==> src/rtl/uart_tx_fifo.sv <==
// Byte FIFO sitting in front of a UART transmitter. The core pushes bytes with
// wr_en; whenever the transmitter reports sendable and a byte is queued, one byte
// is issued with a single-cycle order strobe and held on write_data.
module uart_tx_fifo #(
  parameter int unsigned DEPTH     = 16,
  parameter int unsigned LOG_DEPTH = 4
) (
  input  logic                 clk,
  input  logic                 rstn,
  input  logic                 wr_en,
  input  logic [7:0]           wr_data,
  input  logic                 clear,
  output logic                 full,
  output logic [LOG_DEPTH:0]   count,
  output logic                 overflow,
  output logic                 order,
  output logic [7:0]           write_data,
  input  logic                 sendable
);

  localparam logic [LOG_DEPTH:0]   FullCount = (LOG_DEPTH + 1)'(DEPTH);
  localparam logic [LOG_DEPTH:0]   CntOne    = (LOG_DEPTH + 1)'(1);
  localparam logic [LOG_DEPTH-1:0] PtrOne    = LOG_DEPTH'(1);

  logic [7:0]           mem_q [DEPTH];
  logic [LOG_DEPTH-1:0] wr_ptr_q, wr_ptr_d;
  logic [LOG_DEPTH-1:0] rd_ptr_q, rd_ptr_d;
  logic [LOG_DEPTH:0]   count_q, count_d;
  logic                 overflow_q, overflow_d;
  logic                 order_q, order_d;
  logic [7:0]           write_data_q, write_data_d;

  logic full_w;
  logic empty_w;
  logic push;
  logic pop;

  // Flags come from the registered count, so they reflect the state before the edge.
  always_comb begin
    full_w  = (count_q == FullCount);
    empty_w = (count_q == '0);
    push    = wr_en && !full_w && !clear;
    // order_q gate keeps the strobe from ever lasting two cycles.
    pop     = sendable && !empty_w && !order_q && !clear;
  end

  // Next-state for pointers, occupancy, sticky overflow and the issue strobe.
  always_comb begin
    wr_ptr_d     = wr_ptr_q;
    rd_ptr_d     = rd_ptr_q;
    count_d      = count_q;
    overflow_d   = overflow_q;
    order_d      = 1'b0;
    write_data_d = write_data_q;

    if (clear) begin
      wr_ptr_d   = '0;
      rd_ptr_d   = '0;
      count_d    = '0;
      overflow_d = 1'b0;
    end else begin
      if (push) begin
        wr_ptr_d = wr_ptr_q + PtrOne;
      end
      if (wr_en && full_w) begin
        overflow_d = 1'b1;
      end
      if (pop) begin
        rd_ptr_d     = rd_ptr_q + PtrOne;
        order_d      = 1'b1;
        write_data_d = mem_q[rd_ptr_q];
      end
      unique case ({push, pop})
        2'b10:   count_d = count_q + CntOne;
        2'b01:   count_d = count_q - CntOne;
        default: count_d = count_q;
      endcase
    end
  end

  // Control state, cleared asynchronously; an in-flight order is abandoned on reset.
  always_ff @(posedge clk or negedge rstn) begin
    if (!rstn) begin
      wr_ptr_q     <= '0;
      rd_ptr_q     <= '0;
      count_q      <= '0;
      overflow_q   <= 1'b0;
      order_q      <= 1'b0;
      write_data_q <= 8'h00;
    end else begin
      wr_ptr_q     <= wr_ptr_d;
      rd_ptr_q     <= rd_ptr_d;
      count_q      <= count_d;
      overflow_q   <= overflow_d;
      order_q      <= order_d;
      write_data_q <= write_data_d;
    end
  end

  // Storage array; contents are deliberately not reset.
  always_ff @(posedge clk) begin
    if (push) begin
      mem_q[wr_ptr_q] <= wr_data;
    end
  end

  // Outputs straight from registers.
  always_comb begin
    full       = full_w;
    count      = count_q;
    overflow   = overflow_q;
    order      = order_q;
    write_data = write_data_q;
  end

endmodule

==> config.mk <==
export PLATFORM = sky130hd
export DESIGN_NAME = uart_tx_fifo
export DESIGN_NICKNAME = d
export VERILOG_FILES = /design/src/rtl/uart_tx_fifo.sv
export SDC_FILE = /design/constraint.sdc
export NUM_CORES = 1
export LEC_CHECK = 0
export CAP_MARGIN = 20
export CORE_ASPECT_RATIO = 1.5
export CORE_UTILIZATION = 54
export DETAILED_ROUTE_END_ITERATION = 12
export GPL_TIMING_DRIVEN = 0
export HOLD_SLACK_MARGIN = 0.15
export PLACE_DENSITY = 0.75
export SLEW_MARGIN = 15
export SYNTH_ARGS = -nofsm -noshare
export SYNTH_HDL_FRONTEND = slang
export SYNTH_SLANG_ARGS = --single-unit
==> constraint.sdc <==
create_clock -name clk -period 2.51 [get_ports clk]
set_input_delay 0.3765 -clock clk [delete_from_list [all_inputs] [get_ports clk]]
set_output_delay 0.3765 -clock clk [all_outputs]
set_load 0.03 [all_outputs]
* Word level (Yosys, flattened, before mapping) *
Memories as Yosys holds them, arrays and structs flattened. A register that Yosys moved wholly into a read port is not among the register bits.
Index checks and enable logic that the tools add are counted.

storage, ports and cells
  flip-flop bits (word level) = 15
  bits in latches = 0
  memory bits (writable) = 128
  ROM bits = 0
  bits of input ports = 13
  output and inout bits = 16
  word-level logic and storage cells = 43
  memories kept = 1

operators by class
  add/sub/neg operators = 4
  multiply operators = 0
  divide/modulo/power cells = 0
  magnitude comparators = 0
  eq/ne operators = 3
  shifts and indexed selects = 0
  multiplexer cells = 12
  bitwise logic cells = 1
  reduce and logical (&&, ||, !) cells = 17

memory list
  name   depth  bits a word  read ports  clocked after Yosys merged registers in  write ports  RTL line  RTL
  mem_q  16     8            1           1                                        1            25        logic [7:0] mem_q [DEPTH];

operator list
  operator                                              count
  2-to-1 mux 4 bit                                      4
  one-hot mux 5 bit (2 select lines)                    1
  adder 4 x 1 -> 4 bit (second input constant)          2
  logical AND 1 bit                                     6
  2-to-1 mux 1 bit                                      6
  nonzero test 2 bit                                    3
  adder 5 x 1 -> 5 bit (second input constant)          1
  equality test 5 bit (second input constant)           1
  logical NOT 1 bit                                     5
  logical NOT 5 bit                                     1
  2-to-1 mux 5 bit                                      1
  subtractor 5 x 1 -> 5 bit (second input constant)     1
  nonzero test 3 bit                                    1
  equality test 2 x 1 -> 1 bit (second input constant)  1
  equality test 2 bit (second input constant)           1
  AND reduction 2 bit                                   1
  NOT 1 bit                                             1

* Logic depth before layout (Yosys ltp) *
Gate-level depths: netlist of the first run.

  depth in word-level cells = 8
  mapped depth = 11
  mapped depth without buffers = 10

* Worst setup path after synthesis of the first run *
OpenSTA, ideal clock, no wires.

  path kind = register to register
  start = register count_q[1], in the netlist count[1]
  end = register count_q[4], in the netlist count[4]
  library setup time = 138 ps
  arrival time = 2614 ps
  setup slack = -242 ps
  stages on the path, launching flop included = 12
  buffers on the path = 1
  period minus slack after synthesis = 2752 ps
  cells stage by stage = dfrtp_1 nor4_4 a21boi_2 buf_4 nand2b_1 inv_1 ha_1 nor2b_1 o21a_1 nor4_1 o21ai_1 nor3b_2

between the ends
  cells in the longest elaborated chain, start to end = 8

ends and longest elaborated chain
  what                                                                 RTL line  RTL
  from (decl)                                                          28        logic [LOG_DEPTH:0] count_q, count_d;
  from (signal assigned)                                               93        count_q <= count_d;
  logical NOT 5 bit                                                    41        empty_w = (count_q == '0);
  logical NOT 1 bit                                                    44        pop = sendable && !empty_w && !order_q && !clear;
  logical AND 1 bit (3 in a row)                                       44
  equality test 2 x 1 -> 1 bit or equality test 2 bit (tied branches)  73        unique case ({push, pop})
  one-hot mux 5 bit (2 select lines)                                   73
  2-to-1 mux 5 bit                                                     56        if (clear) begin

Parallel ways exist; a longest one is shown, timed or not.
A chain may end at the register's enable or synchronous reset.

* Worst setup path after layout of the first run *
  start = register count_q[2], in the netlist count[2]
  end = register count_q[4], in the netlist count[4]

The elaborated chain is that of the path after synthesis.

==> flow_summary.json, run 1 <==
{
  "worstSetupEndpointType": "flop",
  "tritoncts": "done",
  "htree_num_levels": 4,
  "drive_gt1_frac": 0.2589,
  "final.setup.worst_slack_ns": -0.03040,
  "root_buffer": "clkbuf_16",
  "fmax_mhz": 393.6,
  "avgSynthCellArea_um2": 18.81,
  "path_max_fanout": 4,
  "grt_pass1_wl_mm": 18.55,
  "io_buffers": 27,
  "rr_worst_depth": 11,
  "grt-ovfl-total": 0,
  "final_nets": 403,
  "area_delta_synth_final_pct": 19.56,
  "period_share": 1.012,
  "path_clk_slew_ns": 0.06,
  "syn-cell-area_mm2": 0.006115,
  "final_cell_mix": "128 x edfxtp_1, 30 x nor2_1, 26 x mux4_2, 25 x clkdlybuf4s50_1, 21 x dfrtp_1",
  "setup_violations": 1,
  "numCtsBuffers": 17,
  "fin_hold_ws_ns": 0.4842,
  "worstMarginPinSlew_ns": 0.9582,
  "required_ns": 2.78,
  "finClkSkew_ns": 0.01422,
  "hp-class": "in2async",
  "die_y_um": 132.3,
  "die_w_um": 88.89,
  "initialDrtViolationCount": 336,
  "cap_violations": 0,
  "cts.sinks": 151,
  "outcome": "finished, violations left",
  "rsz0062_at_grt": "true",
  "grt_pass1_vias": 3270,
  "die_area_mm2": 0.01176,
  "ys_types": 42,
  "io_pins": 29,
  "antenna_cells": 0,
  "detail-route-antenna-nets": 0,
  "place_congestion": 0.8171,
  "final.min_clock_period_ns": 2.540,
  "placed_cells": 499,
  "clockBufferDepth": 2,
  "synth-seq-cells": 151,
  "layout.cells.non_filler": 541,
  "ir_worst_vdd_uv": 514.7,
  "coreArea_mm2": 0.01106,
  "num_rows": 47,
  "hpwl_mm": 8.119,
  "vias": 3183,
  "worstSetupPathType": "reg2reg",
  "synthCells": 325,
  "critPathLaunchType": "flop",
  "grtUsageTotal": 0.2342,
  "drc_errors": 0,
  "drv_slew": 0,
  "insertion_delay_ns": 0.42,
  "hold_viol": 0,
  "violations": "setup timing",
  "ys_warn_count": 0,
  "start_util": 0.5531,
  "dr.pass1.iters": 4,
  "slew_headroom": 0.3589,
  "yosysSeqAreaShare": 0.7227,
  "wl_per_cell_um": 22.94,
  "grt_max_degree": 24,
  "crit_arrival_ns": 2.81,
  "totalWireLength_mm": 12.41,
  "antenna_found_initial": 0,
  "viasPerCell": 5.884,
  "powerDensity_mw_per_mm2": 989.9,
  "p_leak_nw": 2.469,
  "final_common_cell": "edfxtp_1",
  "syn-num-nets": 347
}
layout make-up:
type | instances | area, um^2
buffer | 14 | 82.58
clock buffer | 19 | 432.9
clock inverter | 13 | 178.9
fill | 747 | 3745
inverter | 6 | 25.02
multi-input combinational | 153 | 1640
sequential | 151 | 4422
tap | 147 | 183.9
timing repair buffer | 38 | 345.3
worst max-delay path: stages (launching register included):
cell      delay, ns
dfrtp_2        0.46
nor4_4         0.39
buf_4          0.20
a211oi_4       0.07
nand2b_4       0.13
inv_4          0.05
ha_4           0.23
nor2b_4        0.12
o21a_1         0.22
nor4_4         0.26
o21ai_1        0.09
nor3b_2        0.16
state kept, by name (all words and copies together) (netlist names):
register	count
rd_ptr_q	4
write_data	8
mem_q	128
count	5
overflow	1
wr_ptr_q	4
order	1
timing repair:
action,in CTS,in global routing
pin swaps,3,7
endpoints found under the hold margin,0,23
buffers inserted,5,5
hold buffers,0,1
endpoints found under the setup margin,3,1
gates resized for setup,5,8
cells by family (layout without fill, tap and decap cells):
| kind of cell | count (synthesis) | count (layout) | share of synthesized area |
|---|---|---|---|
| flip-flops | 151 | 151 | 0.7227 |
| AND/OR/NAND/NOR | 56 | 56 | 0.04584 |
| multiplexers | 42 | 42 | 0.1396 |
| AO/OA/AOI/OAI | 37 | 37 | 0.03970 |
| buffers and inverters | 21 | 90 | 0.01842 |
| adder cells (fa/ha/maj) | 9 | 9 | 0.01964 |
| XOR/XNOR | 9 | 9 | 0.01412 |
cells in the mapped netlist, drive strengths merged:
library cell | n | area share
or3 | 1 | 0.0010
nand4 | 2 | 0.0020
nand2b | 3 | 0.0031
nor4 | 2 | 0.0045
edfxtp | 128 | 0.63
nor3 | 2 | 0.0025
xnor2 | 5 | 0.0084
fa | 1 | 0.0033
mux2i | 2 | 0.0033
or3b | 1 | 0.0014
o21a | 1 | 0.0012
nor2 | 30 | 0.018
a211oi | 2 | 0.0045
o211a | 1 | 0.0016
dfrtp | 23 | 0.094
a21o | 2 | 0.0027
mux4 | 32 | 0.12
o22ai | 16 | 0.016
mux2 | 8 | 0.015
xor2 | 4 | 0.0057
clkbuf | 3 | 0.0018
nand2 | 9 | 0.0055
inv | 6 | 0.0037
nand3b | 1 | 0.0012
ha | 8 | 0.016
a21boi | 1 | 0.0018
and2 | 2 | 0.0020
buf | 12 | 0.013
nor2b | 1 | 0.0010
o21ai | 1 | 0.00082
nor3b | 1 | 0.0020
or2 | 1 | 0.0010
a21oi | 13 | 0.011
report_power, final:
group | switching, mW | internal [mW] | leakage (nW)
sequential | 0.121 | 2.87 | 1.44
clock | 0.953 | 1.66 | 0.291
combinational | 0.882 | 0.754 | 0.737
per-stage QoR:
step	worst slack [ns]	TNS, ns	utilization	cell area [um^2]	total power, mW
floorplan	-0.1465	-0.1465	-	6123	3.988
global route	-0.1659	-0.1659	0.6613	7311	7.490
finish	-0.03040	-0.03040	0.6613	7311	7.237
global placement	-0.4251	-6.223	0.5950	6578	4.449
detailed placement	-0.4714	-8.266	0.5950	6578	4.491
CTS	-0.03210	-0.03210	0.6555	7247	7.172
per-layer routing:
metal,track usage,vias up,share of wire
met1,0.2797,1645,0.38
met2,0.3778,108,0.54
li1,-,1399,-
met5,0,-,0
met4,0.1371,0,0.038
met3,0.06074,31,0.040
final timing paths:
check | start | endpoint | slack (ns)
setup / recovery | count[2] | count[4] | -0.03
setup reg to reg | count[2] | count[4] | -0.03
min in group clk | clear | rd_ptr_q[1] | 0.50
max in group asynchronous | rstn | count[0] | 1.65
hold reg to reg | overflow | overflow | 0.51
hold / removal | rstn | count[3] | 0.48
Power figures use the tool's default switching activity.
==> inputs of run 2 (changes only) <==
Settings changed: CORE_UTILIZATION 54 to 48, PLACE_DENSITY 0.75 to 0.68.
==> run 2 against run 1 <==
Against the previous run: the flow now finishes without violations; sequential share of layout area up 0.39 points; design area down 0.63%; combinational power down 5%; fmax up 4.3%; wire length up 0.97%; total power down 2.7%; critical path type unchanged; die area up 12%; global-route usage down 2.8 points; register-to-register slack better by 0.11 ns; critical endpoint unchanged; sequential power about the same.
==> flow_summary.json, run 2 (same netlist as run 1, synthesis figures left out) <==
{
  "hpwl_mm": 8.153,
  "ir_worst_vdd_uv": 517.2,
  "die_area_mm2": 0.01320,
  "finClkSkew_ns": 0.007993,
  "p_seq_frac": 0.425,
  "fin_hold_ws_ns": 0.3380,
  "cap_violations": 0,
  "io_buffers": 27,
  "largest_register": "mem_q",
  "setup_violations": 0,
  "outcome": "complete, no violations",
  "final_nets": 400,
  "insertion_delay_ns": 0.41,
  "viasPerCell": 5.810,
  "final.min_clock_period_ns": 2.435,
  "path_max_fanout": 7,
  "netSwitchingFraction": 0.2722,
  "final_common_cell": "edfxtp_1",
  "grt_pass1_wl_mm": 18.90,
  "totalWireLength_mm": 12.53,
  "worstSetupPathType": "reg2reg",
  "die_y_um": 140.2,
  "numCtsBuffers": 17,
  "required_ns": 2.78,
  "drc_errors": 0,
  "dr.pass1.iters": 4,
  "rsz0062_at_grt": "true",
  "tritoncts": "done",
  "combPwrFrac": 0.222,
  "layout.cells.non_filler": 546,
  "cts.sinks": 151,
  "fmax_mhz": 410.6,
  "drv_slew": 0,
  "clockBufferDepth": 2,
  "critPathLaunchType": "flop",
  "p_clk_frac": 0.352,
  "final_cell_mix": "128 x edfxtp_1, 30 x nor2_1, 26 x mux4_2, 26 x clkdlybuf4s50_1, 21 x dfrtp_1",
  "grtUsageTotal": 0.2059,
  "grt-ovfl-total": 0,
  "worstSetupEndpointType": "flop",
  "slew_headroom": 0.2984,
  "path_clk_slew_ns": 0.06,
  "detail-route-antenna-nets": 0,
  "powerDensity_mw_per_mm2": 969.5,
  "rr_worst_depth": 10,
  "internal_power_mw": 5.126,
  "reg2reg_slack_ns": 0.07,
  "fillCellCount": 919,
  "root_buffer": "clkbuf_16",
  "coreArea_mm2": 0.01245,
  "placed_cells": 508,
  "area_delta_synth_final_pct": 18.81,
  "antenna_found_initial": 0,
  "period_share": 0.9702,
  "p_leak_nw": 2.447,
  "finish.instance_area_mm2": 0.007264,
  "htree_num_levels": 4,
  "grt_max_degree": 24,
  "place_congestion": 0.8287,
  "start_util": 0.4912,
  "hold_viol": 0,
  "crit_arrival_ns": 2.71,
  "largest_reg_flops": 128,
  "grt_pass1_vias": 3300,
  "wl_per_cell_um": 22.95,
  "io_pins": 29,
  "initialDrtViolationCount": 225,
  "power_switching_mw": 1.917,
  "drive_gt1_frac": 0.2410,
  "vias": 3172,
  "hold_buffers": 0,
  "antenna_cells": 0,
  "placed_cell_area_mm2": 0.006589,
  "die_w_um": 94.16,
  "num_rows": 50,
  "hp-class": "in2async",
  "worstMarginPinSlew_ns": 1.049
}
==> run 2: cell types whose count changed in the layout (fill, tap and decap cells not counted), sizes merged <==
cell and delta:
buf -3, bufinv -1, clkbuf +1, clkdlybuf4s50 +1, clkinv +1, clkinvlp -2
dlygate4sd2 +1, dlygate4sd3 -1, inv -1
==> run 2: timing repair <==
item	4_1_cts	5_1_grt
endpoints found under the setup margin	3	2
setup buffers	2	5
endpoints found under the hold margin	0	0
pin swaps	3	5
gates resized for setup	3	6
==> run 2: stage by stage <==
step	TNS (ns)	worst slack, ns	util	power (mW)
after floorplan	-0.1465	-0.1465	-	3.988
after global placement	-9.359	-0.4408	0.5292	4.461
after detailed placement	-15.87	-0.4531	0.5292	4.501
after CTS	-0.1568	-0.1568	0.5766	7.001
after global routing	-0.04587	-0.04587	0.5835	7.289
final	0	0.07481	0.5835	7.043
==> run 2: cell type report <==
type                    count  area, um^2  share of cell area
clock buffers              21       440.4             0.06063
repair buffers             35       336.6             0.04633
well taps                 156       195.2             0.02687
clock inverters            10       130.1             0.01791
plain buffers              14       82.58             0.01137
flip-flops and latches    151        4422              0.6087
multi-input cells         153        1633              0.2248
inverters                   6       25.02            0.003445
==> run 2: layer usage <==
layer / track usage / share of wire / vias up
met2: 0.3604 / 0.55 / 105
met4: 0.08259 / 0.020 / 0
met1: 0.2418 / 0.38 / 1650
met3: 0.04560 / 0.049 / 18
li1: - / - / 1399
met5: 0 / 0 / -
==> run 2: power by group through the flow <==
stage	clock network, mW	registers [mW]	logic, mW
2_1_floorplan	0	3.20	0.789
4_1_cts	2.51	2.99	1.50
6_report	2.48	3.00	1.56
5_1_grt	2.61	3.01	1.67
3_5_place_dp	0	3.04	1.46
3_3_place_gp	0	3.03	1.43
==> run 2: critical path: stages, from the launching register on <==
cell and delay (ns):
dfrtp_2 0.45, nor4_4 0.31, buf_4 0.17, a21boi_4 0.08, nand2b_4 0.18, fa_2 0.38, nor2b_1 0.12, o21a_1 0.18
o211a_1 0.21, o21ai_1 0.05, nor3b_2 0.16
==> run 2: final timing paths <==
check	from	end
max in group asynchronous	rstn	count[2]
max	count[2]	count[4]
max reg2reg	count[2]	count[4]
min reg2reg	overflow	overflow
min	rstn	count[1]
min in group clk	clear	rd_ptr_q[1]
==> inputs of run 3 (changes only) <==
Settings changed: GPL_ROUTABILITY_DRIVEN from default to 0, SKIP_LAST_GASP from default to 1, SLEW_MARGIN 15 to 20.
==> run 3 against run 2 <==
Against the previous run: via count shrank 1.5%; clock power is essentially flat; fmax grew 0.49%; core utilization shrank 0.080 points; clock skew shrank 0.0012 ns; final cell count is the same; sequential power is essentially flat; design area shrank 0.14%; highest routed layer unchanged.
==> flow_summary.json, run 3 (same netlist as run 1, synthesis figures left out) <==
{
  "period_share": 0.9654,
  "finish.instance_area_mm2": 0.007254,
  "finClkSkew_ns": 0.006808,
  "grt-ovfl-total": 0,
  "worstMarginPinSlew_ns": 1.023,
  "fmax_mhz": 412.7,
  "final_common_cell": "edfxtp_1",
  "die_y_um": 140.2,
  "final_cell_mix": "128 x edfxtp_1, 30 x nor2_1, 26 x mux4_2, 25 x clkdlybuf4s50_1, 21 x dfrtp_1",
  "root_buffer": "clkbuf_16",
  "placed_cells": 508,
  "largest_register": "mem_q",
  "totalWireLength_mm": 12.51,
  "cap_violations": 0,
  "final.setup.worst_slack_ns": 0.08674,
  "final_nets": 400,
  "numCtsBuffers": 17,
  "required_ns": 2.78,
  "final.min_clock_period_ns": 2.423,
  "hold_viol": 0,
  "initialDrtViolationCount": 222,
  "insertion_delay_ns": 0.41,
  "clockBufferDepth": 2,
  "wl_per_cell_um": 22.92,
  "drc_errors": 0,
  "slew_headroom": 0.3156,
  "drive_gt1_frac": 0.2410,
  "grt_pass1_wl_mm": 18.89,
  "io_pins": 29,
  "hp-class": "in2async",
  "start_util": 0.4912,
  "grt_max_degree": 24,
  "tritoncts": "done",
  "ir_worst_vdd_uv": 518.9,
  "crit_arrival_ns": 2.70,
  "io_buffers": 27,
  "outcome": "complete, no violations",
  "p_leak_nw": 2.443,
  "fillCellCount": 921,
  "worstSetupPathType": "reg2reg",
  "final_core_util": 0.5827,
  "worstSetupEndpointType": "flop",
  "detail-route-antenna-nets": 0,
  "viasPerCell": 5.725,
  "area_delta_synth_final_pct": 18.64,
  "setup_violations": 0,
  "powerDensity_mw_per_mm2": 971.1,
  "placed_cell_area_mm2": 0.006589,
  "layout.cells.non_filler": 546,
  "coreArea_mm2": 0.01245,
  "htree_num_levels": 4,
  "vias": 3126,
  "cts.sinks": 151,
  "die_area_mm2": 0.01320,
  "num_rows": 50,
  "grt_pass1_vias": 3295,
  "dp_slack_ns": -0.4531,
  "path_max_fanout": 7,
  "drv_slew": 0,
  "largest_reg_flops": 128,
  "critPathLaunchType": "flop",
  "hpwl_mm": 8.153,
  "grtUsageTotal": 0.2057,
  "dr.pass1.iters": 4,
  "antenna_found_initial": 0,
  "path_clk_slew_ns": 0.06,
  "antenna_cells": 0,
  "die_w_um": 94.16
}
[run 3: cell count changes in the layout (fill, tap and decap cells not counted)]
cell and delta:
dlygate4sd3_1 +1, buf_8 -1, clkdlybuf4s50_1 -1, buf_2 +1
[run 3: worst paths after layout]
| check | startpoint | endpoint | slack, ns | depth (start not counted) |
|---|---|---|---|---|
| max reg2reg | count[2] | count[4] | 0.09 | 10 |
| min reg2reg | overflow | overflow | 0.51 | 2 |
| min in group clk | clear | rd_ptr_q[1] | 0.50 | 2 |
| max in group asynchronous | rstn | count[2] | 1.64 | 2 |
| min | rstn | count[1] | 0.47 | 2 |
| max | count[2] | count[4] | 0.09 | 10 |
[run 3: worst max-delay path, cell delays in order, from the launching register on]
cell      delay (ns)
dfrtp_2         0.45
nor4_4          0.31
buf_4           0.17
a21boi_4        0.08
nand2b_4        0.18
fa_2            0.38
nor2b_1         0.12
o21a_1          0.18
o211a_1         0.18
o21ai_1         0.07
nor3b_2         0.16
[run 3: power by group]
group | switching [mW] | internal, mW | total (mW)
Combinational | 0.853 | 0.708 | 1.56
Clock | 0.942 | 1.55 | 2.49
Sequential | 0.126 | 2.87 | 2.99
[run 3: metal layers]
layer  track usage  wire length (um)  part of all wire
met1        0.2418              4734              0.38
met2        0.3600              6908              0.55
met3       0.04560               598             0.048
met4       0.08259               270             0.022
met5             0                 0                 0
[run 3: what timing repair did]
action	4_1_cts	5_1_grt
hold endpoints to repair	0	23
buffers inserted	2	5
gates resized for setup	2	7
setup endpoints to repair	3	2
hold buffers	0	1
pin swaps	3	5
gates cloned	0	0
[run 3: cell type report]
| cell class | count | area, um^2 | share of cell area |
|---|---|---|---|
| sequential | 151 | 4422 | 0.6095 |
| multi-input combinational | 153 | 1633 | 0.2251 |
| inverter | 6 | 25.02 | 0.003449 |
| tap | 156 | 195.2 | 0.02691 |
| timing repair buffer | 35 | 326.6 | 0.04502 |
| clock inverter | 10 | 130.1 | 0.01794 |
| clock buffer | 21 | 440.4 | 0.06071 |
| buffer | 14 | 82.58 | 0.01138 |
[run 3: metrics by stage]
step,power [mW],hold WS (ns),setup TNS (ns)
2_1_floorplan,3.988,0.08091,-0.1465
3_3_place_gp,4.461,0.4862,-9.359
3_5_place_dp,4.501,0.5241,-15.87
5_1_grt,7.287,0.5267,-0.03129
4_1_cts,6.997,0.4759,-0.1592
6_report,7.045,0.4739,0
==> RTL change 1, RTL diff (config.mk and constraints of run 3) <==
Change the parameter `DEPTH` from 16 to 8.
--- a/src/rtl/uart_tx_fifo.sv
+++ b/src/rtl/uart_tx_fifo.sv
@@ -2,7 +2,7 @@
 // wr_en; whenever the transmitter reports sendable and a byte is queued, one byte
 // is issued with a single-cycle order strobe and held on write_data.
 module uart_tx_fifo #(
-  parameter int unsigned DEPTH     = 16,
+  parameter int unsigned DEPTH     = 8,
   parameter int unsigned LOG_DEPTH = 4
 ) (
   input  logic                 clk,
Function: changed (a bounded check fails within 10 cycles, from zero or initial values and one cycle with rstn low).
==> RTL change 1 against run 3 <==
Routed wire length down 48%. Utilization up 2.7 points. Count of clock-buffer cells in the layout down 8. Final area down 42%. Critical endpoint unchanged. Area after synthesis down 43%. Setup slack worse by 0.084 ns. Sequential share of layout area down 3.0 points. Power down 41%. Sequential cell count down 66.
==> RTL change 1: results (changes against run 3) <==
metric;value;unit;change
synth_nets;229;;was 347
clock_skew;0.01415;ns;was 0.006808 ns
slowest_stage;or4_4;;was dfrtp_2
worst_pin_slew;0.9713;ns;was 1.023 ns
met1_usage;0.2296;;was 0.2418
drive_gt1_frac;0.2375;;was 0.2410
synth_commonest_cells;edfxtp_1, dfrtp_1, nor2_1;;was edfxtp_1, nor2_1, mux4_2
path_max_fanout;4;;was 7
status;finished clean;;unchanged
fin_nets;275;;was 400
synth-seq-area-share;0.7001;;was 0.7227
use_met2;0.3133;;was 0.3600
ir_drop;449.6;uV;was 518.9 uV
root_buffer;clkbuf_8;;was clkbuf_16
htree_num_levels;3;;was 4
clk_latency;0.35;ns;was 0.41 ns
holdCritPathClass;input port to flip-flop;;was input port to asynchronous set/reset pin
timing.final.ws_setup;0.002976;ns;was 0.08674 ns
grtUsageTotal;0.1909;;was 0.2057
largest_reg_flops;64;;was 128
wirelength;6472;um;was 12510 um
grt_first_pass_wirelength;9998;um;was 18890 um
n_fill_cell;527;;was 921
cp_data_arrival_time;2.75;ns;was 2.70 ns
synth-async-reset-ratio;0.2471;;was 0.1523
dp_slack;-0.3573;ns;was -0.4531 ns
place.detailed.hpwl;4151;um;was 8153 um
ff2ff_path_depth;9;;was 10
placed_area;3924;um2;was 6589 um2
area_delta_synth_final;21.08;%;was 18.64%
grt_util_met3;0.04076;;was 0.04560
synth_cell_type_count;32;;was 42
grt_max_degree;22;;was 24
firstDrtPassIters;5;;was 4
synthTopCellsByArea;edfxtp_1, dfrtp_1, mux4_2;;was edfxtp_1, mux4_2, dfrtp_1
max_stage_delay;0.58;ns;was 0.45 ns
numCtsBuffers;9;;was 17
synth_edf_count;64;;was 128
worstSetupStartpoint;count[0];;was count[2]
p_leak;0.001474;uW;was 0.002443 uW
-- RTL change 1: how the worst min path moves through the flow --
stage / endpoint / start / cells after the start / slack (ns)
2_1_floorplan: count[0] / rstn / 0 / 0.08
3_3_place_gp: write_data[6] / write_data[6] / 2 / 0.46
3_5_place_dp: write_data[7] / write_data[7] / 2 / 0.47
4_1_cts: count[0] / clear / 3 / 0.39
5_1_grt: count[0] / clear / 3 / 0.41
6_report: count[0] / clear / 3 / 0.40
-- RTL change 1: final cells by class --
type	instances	share of cell area
plain buffers	8	0.008277
clock buffers	13	0.03518
clock inverters	3	0.01064
inverters	8	0.007685
multi-input cells	109	0.2589
flip-flops and latches	85	0.5791
well taps	78	0.02306
repair buffers	35	0.07715
-- RTL change 1: logic make-up (layout without fill, tap and decap cells) --
family	after synthesis	count (layout)	share of synthesized area
flip-flops	85	85	0.7001
AND/OR/NAND/NOR	46	46	0.05941
multiplexers	27	27	0.1349
AO/OA/AOI/OAI	23	23	0.04581
buffers and inverters	16	67	0.01861
XOR/XNOR	7	7	0.01754
adder cells (fa/ha/maj)	6	6	0.02362
-- RTL change 1: repair_timing --
action	4_1_cts	5_1_grt
endpoints found under the setup margin	2	18
hold buffers	0	1
hold endpoints to repair	0	21
pin swaps	3	9
gates resized for setup	3	9
setup buffers	4	1
-- RTL change 1: power breakdown --
part           total (uW)  switching [uW]  internal [uW]
clock network         944             455            489
registers            1800             129           1670
logic                1400             742            653
total                4140            1330           2820
-- RTL change 1: metal layers --
layer / vias to the layer above / wire [um]
li1: 882 / -
met1: 959 / 2576
met2: 57 / 3434
met3: 13 / 281
met4: 0 / 179
met5: - / 0
-- RTL change 1: worst reg2reg max path: cells and delay by family, from the launching register on --
kind | cells | cell delay (ns)
simple gates | 3 | 0.71
xor+xnor | 1 | 0.16
buf+inv | 1 | 0.09
fa+ha+maj | 1 | 0.31
compound gates | 3 | 0.69
flops | 1 | 0.45
-- RTL change 1: stage by stage --
| step | instances | hold slack [ns] | total power [uW] |
|---|---|---|---|
| 2_1_floorplan | 210 | 0.08091 | 2707 |
| 3_3_place_gp | 315 | 0.4638 | 3102 |
| 3_5_place_dp | 317 | 0.4698 | 3141 |
| 4_1_cts | 337 | 0.3881 | 4128 |
| 5_1_grt | 339 | 0.4086 | 4366 |
| 6_report | 339 | 0.3994 | 4143 |
==> RTL change 2, RTL diff (config.mk and constraints of run 3) <==
Made on the original files. Take the reset off `write_data_q` and load it in a clocked block of its own.
--- a/src/rtl/uart_tx_fifo.sv
+++ b/src/rtl/uart_tx_fifo.sv
@@ -86,15 +86,17 @@
       count_q      <= '0;
       overflow_q   <= 1'b0;
       order_q      <= 1'b0;
-      write_data_q <= 8'h00;
     end else begin
       wr_ptr_q     <= wr_ptr_d;
       rd_ptr_q     <= rd_ptr_d;
       count_q      <= count_d;
       overflow_q   <= overflow_d;
       order_q      <= order_d;
-      write_data_q <= write_data_d;
     end
+  end
+
+  always_ff @(posedge clk) begin
+    write_data_q <= write_data_d;
   end
 
   // Storage array; contents are deliberately not reset.
Check against the original RTL: differs if rstn is asserted again (counterexample within 4 cycles, from zero or initial values and one cycle with rstn low); with rstn held inactive, the same outputs for 10 cycles.
==> RTL change 2 against run 3 <==
The flow now finishes with violations (setup timing). Utilization increased by 1.3 points. Final area increased by 3.2%. Cell count increased by 7.5%. Combinational power increased by 10%. Die area increased by 1.9%. Setup slack got worse by 0.20 ns. Synthesized cell count increased by 12%. Power increased by 4.2%. Maximum frequency decreased by 7.7%. Routed wire length increased by 1.8%. Area after synthesis increased by 1.9%. Sequential cell count unchanged. Critical path type unchanged. Largest cell class unchanged.
==> RTL change 2: results (changes against run 3) <==
metric;value;unit;change
status;finished, violations left;;was finished clean
violations;setup timing;;
drive_gt1_frac;0.2019;;was 0.2410
synth_nets;386;;was 347
grt_first_pass_wirelength;19200;um;was 18890 um
fin_nets;440;;was 400
max_slew_margin;0.4243;;was 0.3156
drt_iter0_drc;228;;was 222
post_drt_wl_per_cell;21.70;um;was 22.92 um
finalSetupViolCount;1;;was 0
instances_no_fill;587;;was 546
ir_drop;599.9;uV;was 518.9 uV
p_leak;0.002527;uW;was 0.002443 uW
vias;3370;;was 3126
wl_met1;4623;um;was 4734 um
use_met2;0.3688;;was 0.3600
synth_adder_area_share;0.01928;;was 0.01964
io_buffers;28;;was 27
clock_skew;0.005428;ns;was 0.006808 ns
timing.final.ws_setup;-0.1158;ns;was 0.08674 ns
dp_slack;-0.7173;ns;was -0.4531 ns
synthTopCellsByArea;edfxtp_1, dfrtp_1, mux2i_1;;was edfxtp_1, mux4_2, dfrtp_1
placed_area;6751;um2;was 6589 um2
path_max_fanout;4;;was 7
cp_data_arrival_time;2.95;ns;was 2.70 ns
synth_compound_area_frac;0.05945;;was 0.03970
synth-seq-area-share;0.7158;;was 0.7227
synth_commonest_cells;edfxtp_1, mux2i_1, nor2_1;;was edfxtp_1, nor2_1, mux4_2
synth_edf_count;136;;was 128
synth_cell_type_count;41;;was 42
[RTL change 2: cell count changes after synthesis, moves of 7 or more]
cell | run 3 | this run
a221oi_1 | 0 | 16
dfrtp_1 | 23 | 15
a21oi_1 | 13 | 5
a22oi_1 | 0 | 8
nor2_1 | 30 | 22
mux2i_1 | 2 | 36
o22ai_1 | 16 | 0
edfxtp_1 | 128 | 136
and2_1 | 2 | 10
o21ai_0 | 0 | 8
clkbuf_1 | 3 | 10
mux4_2 | 26 | 16
[RTL change 2: cell type report]
type	count	area, um2
clock inverters	14	196.4
flip-flops and latches	151	4464
inverters	10	37.54
well taps	156	195.2
fillers	920	5090
clock buffers	18	429.2
multi-input cells	184	1740
repair buffers	36	336.6
plain buffers	18	85.08
[RTL change 2: power by group through the flow]
stage          Clock, uW  Combinational, uW  Sequential, uW
3_3_place_gp           0               1570            3000
5_1_grt             2810               1830            2970
2_1_floorplan          0               1010            3110
6_report            2670               1720            2960
3_5_place_dp           0               1590            3010
4_1_cts             2700               1640            2960
[RTL change 2: cells by family (layout without fill, tap and decap cells)]
family	count (synthesis)	after routing
XOR/XNOR	7	7
buffers and inverters	29	96
AND/OR/NAND/NOR	65	65
adder cells (fa/ha/maj)	9	9
multiplexers	55	55
flip-flops	151	151
AO/OA/AOI/OAI	48	48
[RTL change 2: path summary, 6_finish.rpt]
path,slack (ns),cells after the start,end
min in group clk,0.52,2,overflow
setup reg to reg,-0.12,9,count[4]
hold reg to reg,0.52,2,overflow
hold / removal,0.39,1,wr_ptr_q[3]
setup / recovery,-0.12,9,count[4]
max in group asynchronous,1.61,1,count[3]
[RTL change 2: what timing repair did]
action	4_1_cts	5_1_grt
buffers inserted	4	3
gates resized for setup	2	12
pin swaps	4	3
endpoints found under the setup margin	3	11
